$ cat src/rtl/keypad_scanner.sv
// -----------------------------------------------------------------------------
// keypad_scanner
//
// Matrix-keypad scanner. Drives one column low at a time and synchronises the
// active-low row lines with a 2-flop synchroniser. A row pattern seen at the
// end of a column dwell is debounced. When it is accepted, the scanner either
// emits a one-cycle key_valid_o pulse with the binary key code, or emits a
// one-cycle multi_o pulse when more than one row is active. Release is
// debounced before scanning resumes on the next column.
//
// Parameters
//   N_ROWS          number of row inputs (>=1)
//   N_COLS          number of column outputs (>=1)
//   SCAN_CYCLES     cycles each column is held low while scanning (>=3)
//   DEBOUNCE_CYCLES stable cycles required for press and for release (>=1)
//   KW              derived key code width, max(1, $clog2(N_ROWS*N_COLS))
//
// Ports
//   clck_i       system clock
//   rst_i        synchronous active-high reset
//   filas_i      row lines, active-low, asynchronous to clck_i
//   columnas_o   column drive, active-low one-cold
//   key_code_o   code of last accepted key = row*N_COLS + col
//   key_valid_o  one-cycle pulse, key_code_o valid
//   key_held_o   high while an accepted key is held or release is debounced
//   multi_o      one-cycle pulse, more than one row active at acceptance
// -----------------------------------------------------------------------------
module keypad_scanner #(
   parameter int N_ROWS          = 4,
   parameter int N_COLS          = 4,
   parameter int SCAN_CYCLES     = 4,
   parameter int DEBOUNCE_CYCLES = 8,
   localparam int KW = (N_ROWS * N_COLS > 1) ? $clog2(N_ROWS * N_COLS) : 1
) (
   input  logic              clck_i,
   input  logic              rst_i,
   input  logic [N_ROWS-1:0] filas_i,
   output logic [N_COLS-1:0] columnas_o,
   output logic [KW-1:0]     key_code_o,
   output logic              key_valid_o,
   output logic              key_held_o,
   output logic              multi_o
);

   localparam int CW      = (N_COLS > 1) ? $clog2(N_COLS) : 1;
   localparam int CNT_MAX = (SCAN_CYCLES > DEBOUNCE_CYCLES) ? (SCAN_CYCLES - 1)
                                                            : (DEBOUNCE_CYCLES - 1);
   localparam int CNTW    = (CNT_MAX > 0) ? $clog2(CNT_MAX + 1) : 1;

   localparam logic [CNTW-1:0] SCAN_LAST = CNTW'(SCAN_CYCLES - 1);
   localparam logic [CNTW-1:0] DEB_LAST  = CNTW'(DEBOUNCE_CYCLES - 1);
   localparam logic [CW-1:0]   COL_LAST  = CW'(N_COLS - 1);

   typedef enum logic [1:0] {
      ST_SCAN     = 2'd0,
      ST_DEBOUNCE = 2'd1,
      ST_PRESSED  = 2'd2,
      ST_RELEASE  = 2'd3
   } state_e;

   // True when exactly one row bit is set.
   function automatic logic is_one_hot(input logic [N_ROWS-1:0] p);
      return (p != '0) && ((p & (p - N_ROWS'(1))) == '0);
   endfunction

   // Key code for a one-hot row pattern on column c.
   function automatic logic [KW-1:0] encode_key(input logic [N_ROWS-1:0] p,
                                                input logic [CW-1:0]     c);
      int row;
      row = 0;
      for (int i = 0; i < N_ROWS; i++) begin
         if (p[i]) begin
            row = i;
         end
      end
      return KW'(row * N_COLS + int'(c));
   endfunction

   // Active-low one-cold column drive for column index c.
   function automatic logic [N_COLS-1:0] col_drive(input logic [CW-1:0] c);
      logic [N_COLS-1:0] d;
      for (int i = 0; i < N_COLS; i++) begin
         d[i] = (c != CW'(i));
      end
      return d;
   endfunction

   // Column index after c, wrapping at the last column.
   function automatic logic [CW-1:0] next_col(input logic [CW-1:0] c);
      return (c == COL_LAST) ? CW'(0) : (c + CW'(1));
   endfunction

   state_e              state_q, state_d;
   logic [CW-1:0]       col_q, col_d;
   logic [CNTW-1:0]     cnt_q, cnt_d;
   logic [N_ROWS-1:0]   pat_q, pat_d;
   logic [N_ROWS-1:0]   sync1_q, sync2_q;
   logic [N_COLS-1:0]   cols_q, cols_d;
   logic [KW-1:0]       code_q, code_d;
   logic                valid_q, valid_d;
   logic                held_q, held_d;
   logic                multi_q, multi_d;
   logic [N_ROWS-1:0]   rows_pressed;

   // Synchronised rows, 1 = pressed. Synchroniser resets to "no row low".
   assign rows_pressed = ~sync2_q;

   // State, synchroniser and registered outputs.
   always_ff @(posedge clck_i) begin
      if (rst_i) begin
         state_q <= ST_SCAN;
         col_q   <= CW'(0);
         cnt_q   <= CNTW'(0);
         pat_q   <= '0;
         sync1_q <= '1;
         sync2_q <= '1;
         cols_q  <= col_drive(CW'(0));
         code_q  <= KW'(0);
         valid_q <= 1'b0;
         held_q  <= 1'b0;
         multi_q <= 1'b0;
      end else begin
         state_q <= state_d;
         col_q   <= col_d;
         cnt_q   <= cnt_d;
         pat_q   <= pat_d;
         sync1_q <= filas_i;
         sync2_q <= sync1_q;
         cols_q  <= cols_d;
         code_q  <= code_d;
         valid_q <= valid_d;
         held_q  <= held_d;
         multi_q <= multi_d;
      end
   end

   // Next-state and next-output logic; cnt is the dwell counter in SCAN and
   // the stability counter in DEBOUNCE/RELEASE.
   always_comb begin
      state_d = state_q;
      col_d   = col_q;
      cnt_d   = cnt_q;
      pat_d   = pat_q;
      code_d  = code_q;
      valid_d = 1'b0;
      multi_d = 1'b0;

      case (state_q)
         ST_SCAN: begin
            if (cnt_q == SCAN_LAST) begin
               cnt_d = CNTW'(0);
               if (rows_pressed != '0) begin
                  pat_d   = rows_pressed;
                  state_d = ST_DEBOUNCE;
               end else begin
                  col_d = next_col(col_q);
               end
            end else begin
               cnt_d = cnt_q + CNTW'(1);
            end
         end

         ST_DEBOUNCE: begin
            if (rows_pressed == pat_q) begin
               if (cnt_q == DEB_LAST) begin
                  cnt_d   = CNTW'(0);
                  state_d = ST_PRESSED;
                  if (is_one_hot(pat_q)) begin
                     code_d  = encode_key(pat_q, col_q);
                     valid_d = 1'b1;
                  end else begin
                     multi_d = 1'b1;
                  end
               end else begin
                  cnt_d = cnt_q + CNTW'(1);
               end
            end else begin
               // Pattern changed: abandon, re-dwell on the same column.
               cnt_d   = CNTW'(0);
               state_d = ST_SCAN;
            end
         end

         ST_PRESSED: begin
            // Additional keys are ignored here; only a full release matters.
            if (rows_pressed == '0) begin
               cnt_d   = CNTW'(0);
               state_d = ST_RELEASE;
            end else begin
               state_d = ST_PRESSED;
            end
         end

         ST_RELEASE: begin
            if (rows_pressed == '0) begin
               if (cnt_q == DEB_LAST) begin
                  cnt_d   = CNTW'(0);
                  col_d   = next_col(col_q);
                  state_d = ST_SCAN;
               end else begin
                  cnt_d = cnt_q + CNTW'(1);
               end
            end else begin
               // Release bounce: back to held without a new pulse.
               state_d = ST_PRESSED;
            end
         end

         default: begin
            state_d = ST_SCAN;
            col_d   = CW'(0);
            cnt_d   = CNTW'(0);
         end
      endcase

      held_d = (state_d == ST_PRESSED) || (state_d == ST_RELEASE);
      cols_d = col_drive(col_d);
   end

   assign columnas_o  = cols_q;
   assign key_code_o  = code_q;
   assign key_valid_o = valid_q;
   assign key_held_o  = held_q;
   assign multi_o     = multi_q;

endmodule

$ cat config.mk
export PLATFORM = sky130hd
export DESIGN_NAME = keypad_scanner
export DESIGN_NICKNAME = d
export VERILOG_FILES = /design/src/rtl/keypad_scanner.sv
export SDC_FILE = /design/constraint.sdc
export NUM_CORES = 1
export LEC_CHECK = 0
export CORE_ASPECT_RATIO = 0.6
export CORE_UTILIZATION = 50
export DETAILED_ROUTE_END_ITERATION = 12
export PLACE_DENSITY = 0.8
export RECOVER_POWER = 100
export REMOVE_ABC_BUFFERS = 1
export SYNTH_ARGS = -nofsm -noshare
export SYNTH_HDL_FRONTEND = slang
export SYNTH_SLANG_ARGS = --single-unit
$ cat constraint.sdc
create_clock -name clck_i -period 3.9 [get_ports clck_i]
set_input_delay 0.78 -clock clck_i [delete_from_list [all_inputs] [get_ports clck_i]]
set_output_delay 0.78 -clock clck_i [all_outputs]
set_load 0.05 [all_outputs]
==> results.cfg <==
[clock_network]
cts_inserted_buffers = 5
worstSkewPairLatency_ns = 0.28
clock-sinks = 29
htree_levels = 2
cts_tree = yes
cts-resized-gates = 0
post_cts_buffers = 0
cts.clk_slew.worst_paths_ns = 0.07
cts_buffer_depth = 2
cts_root_buf = clkbuf_8
ctsHoldBuffers = 0

[timing]
period_share_pct = 62.63
clock_skew_ns = 0.01188
hold_violations = 0
rsz0062_at_grt = no
fmax_mhz = 409.4
min_period_ns = 2.442
fin_hold_ws_ns = 0.4108
setup_viol = 0
tns_ns = 0
max_slew_margin_pct = 56.38
maxSlewViolCount = 0
worstMarginPinSlew_ns = 0.6522

[synth]
synth_top_area_share_pct = 42.30
syn_area_per_cell_um2 = 9.337
synth_seq_cells = 29
synth_top_area_cell = dfxtp_1
synth_cell_types = 38
ys.warnings.count = 0
synth_enable_flop_cells = 0
syn-instance-count = 147
synth_ff_type = dfxtp_1
netlist_area_um2 = 1373
synth_area_leaders = dfxtp_1, ha_1, o21ai_0
seq_area_frac_synth_pct = 42.30
synthArstFlopShare_pct = 0

[floorplanning]
start_util_pct = 53.67
row_count = 14
chipHeight_um = 42.59
io-pin-count = 17
die-area_um2 = 2966
core_area_um2 = 2557
die_w_um = 69.64

[setup_path]
crit_fanout = 21
required_ns = 4.08
critPathSlowestCell = dlygate4sd3_1
path_class = primary input to register
crit_arrival_ns = 2.62
cp_top_family = buffers and inverters
critPathBufInv = 2
critPathLaunchType = primary input
end_kind = register
critPathMaxStageDelay_ns = 0.96
cp_cell_sequence = dlygate4sd3_1 -> inv_1 -> o221ai_1 -> o21ai_0 -> a22o_1

[routing]
drtIter0Drc = 114
drtAntennaViolNets = 0
drt-total-wl_um = 2746
vias_per_cell = 5.746
routedWlPerCell_um = 13.94
drcViolationCount = 0
vias = 1132
drtPass1Iterations = 5

[global_routing]
grt_remaining_overflow = 0
antenna_found_initial = 0
grt_start_max_net_pins = 22
gr-usage-all-layers_pct = 21.25
grt_pass1_wl_um = 4823
grt_pass1_vias = 1063

[run]
max_cap_viol_count = 0

[power]
leakage_nw = 0.6294
finalPower_mw = 0.8474
ir_drop_mv = 0.2700
powerDensity_nw_per_um2 = 521.0

[finish]
final_util_pct = 63.60
num-fill-cells = 192
nets = 180
syn_to_final_growth_pct = 18.51
drive_above_1_share_pct = 10.30
fin_cells = 197
n_antenna_cell = 0

[placed_design]
port_buffers = 16
dp.cells = 189
hpwl_um = 2013
place.gp.congestion = 0.9890

[run_status]
outcome = completed

[min_path]
hold_path_class = register to register
## cell usage after synthesis (2+ instances only)
cell,number
o2111ai_1,2
a22o_1,3
dfxtp_1,29
mux2i_1,4
nor4b_1,2
buf_2,2
a211o_1,3
nand2_1,11
nor3_1,2
ha_1,10
or2_2,8
nand4_1,2
clkbuf_1,3
nor2_1,10
nand3_1,2
xor2_1,5
o21ai_0,11
inv_1,8
a21oi_1,6
a211oi_1,6
## per-stage QoR
step	area, µm²	setup slack, ns
3_5_place_dp	1546	1.224
5_1_grt	1627	1.241
2_1_floorplan	1346	1.817
4_1_cts	1627	1.518
6_report	1627	1.458
3_3_place_gp	1546	1.334
## placed cells by master (no fill, tap or decap), types with 5 or more instances in the layout
cell type	netlist	final
or2_2	8	8
nand2_1	11	11
dlygate4sd3_1	0	12
a211oi_1	6	6
clkbuf_8	0	5
o21ai_0	11	11
inv_1	8	8
xor2_1	5	5
a21oi_1	6	6
ha_1	10	10
nor2_1	10	10
dfxtp_1	29	29
## registers in the layout (all words and copies together), names as in the netlist, named ones only
register	cells
columnas_o	4
key_code_o	4
pat_q	4
sync1_q	4
sync2_q	4
cnt_q	3
col_q	2
key_valid_o	1
multi_o	1
## path summary, 6_finish.rpt
path | start | endpoint | slack [ns] | depth (start not counted)
min reg2reg | sync1_q[0] | sync2_q[0] | 0.41 | 1
max reg2reg | register | columnas_o[2] | 1.97 | 6
min | sync1_q[0] | sync2_q[0] | 0.41 | 1
max | rst_i | cnt_q[2] | 1.46 | 5
## layer usage
metal	vias up	wire length (µm)	global-route usage [%]
li1	565	-	-
met1	511	1320	27.57
met5	-	0	0
met3	10	194	7.452
met4	0	65	11.20
met2	46	1166	31.26
## area by class of cell
| cell class | count | area (µm²) | share of cell area (%) |
|---|---|---|---|
| timing repair buffer | 16 | 160.2 | 9.846 |
| clock buffer | 8 | 80.08 | 4.923 |
| tap | 32 | 40.04 | 2.462 |
| multi-input combinational | 103 | 732.0 | 45.00 |
| inverter | 9 | 33.78 | 2.077 |
| sequential | 29 | 580.6 | 35.69 |
## report_power, final
| part | switching, mW | internal [mW] | total, mW |
|---|---|---|---|
| registers | 0.0301 | 0.325 | 0.356 |
| logic | 0.164 | 0.0971 | 0.261 |
| clock network | 0.104 | 0.126 | 0.231 |
| total | 0.299 | 0.549 | 0.847 |
## logic make-up after synthesis
| kind of cell | Yosys count | synth area share, % |
|---|---|---|
| AND/OR/NAND/NOR | 45 | 17.50 |
| AO/OA/AOI/OAI | 39 | 20.60 |
| flip-flops | 29 | 42.30 |
| buffers and inverters | 15 | 4.375 |
| adder cells (fa/ha/maj) | 10 | 9.116 |
| XOR/XNOR | 5 | 3.190 |
| multiplexers | 4 | 2.917 |
(Power assumes the default switching activity.)
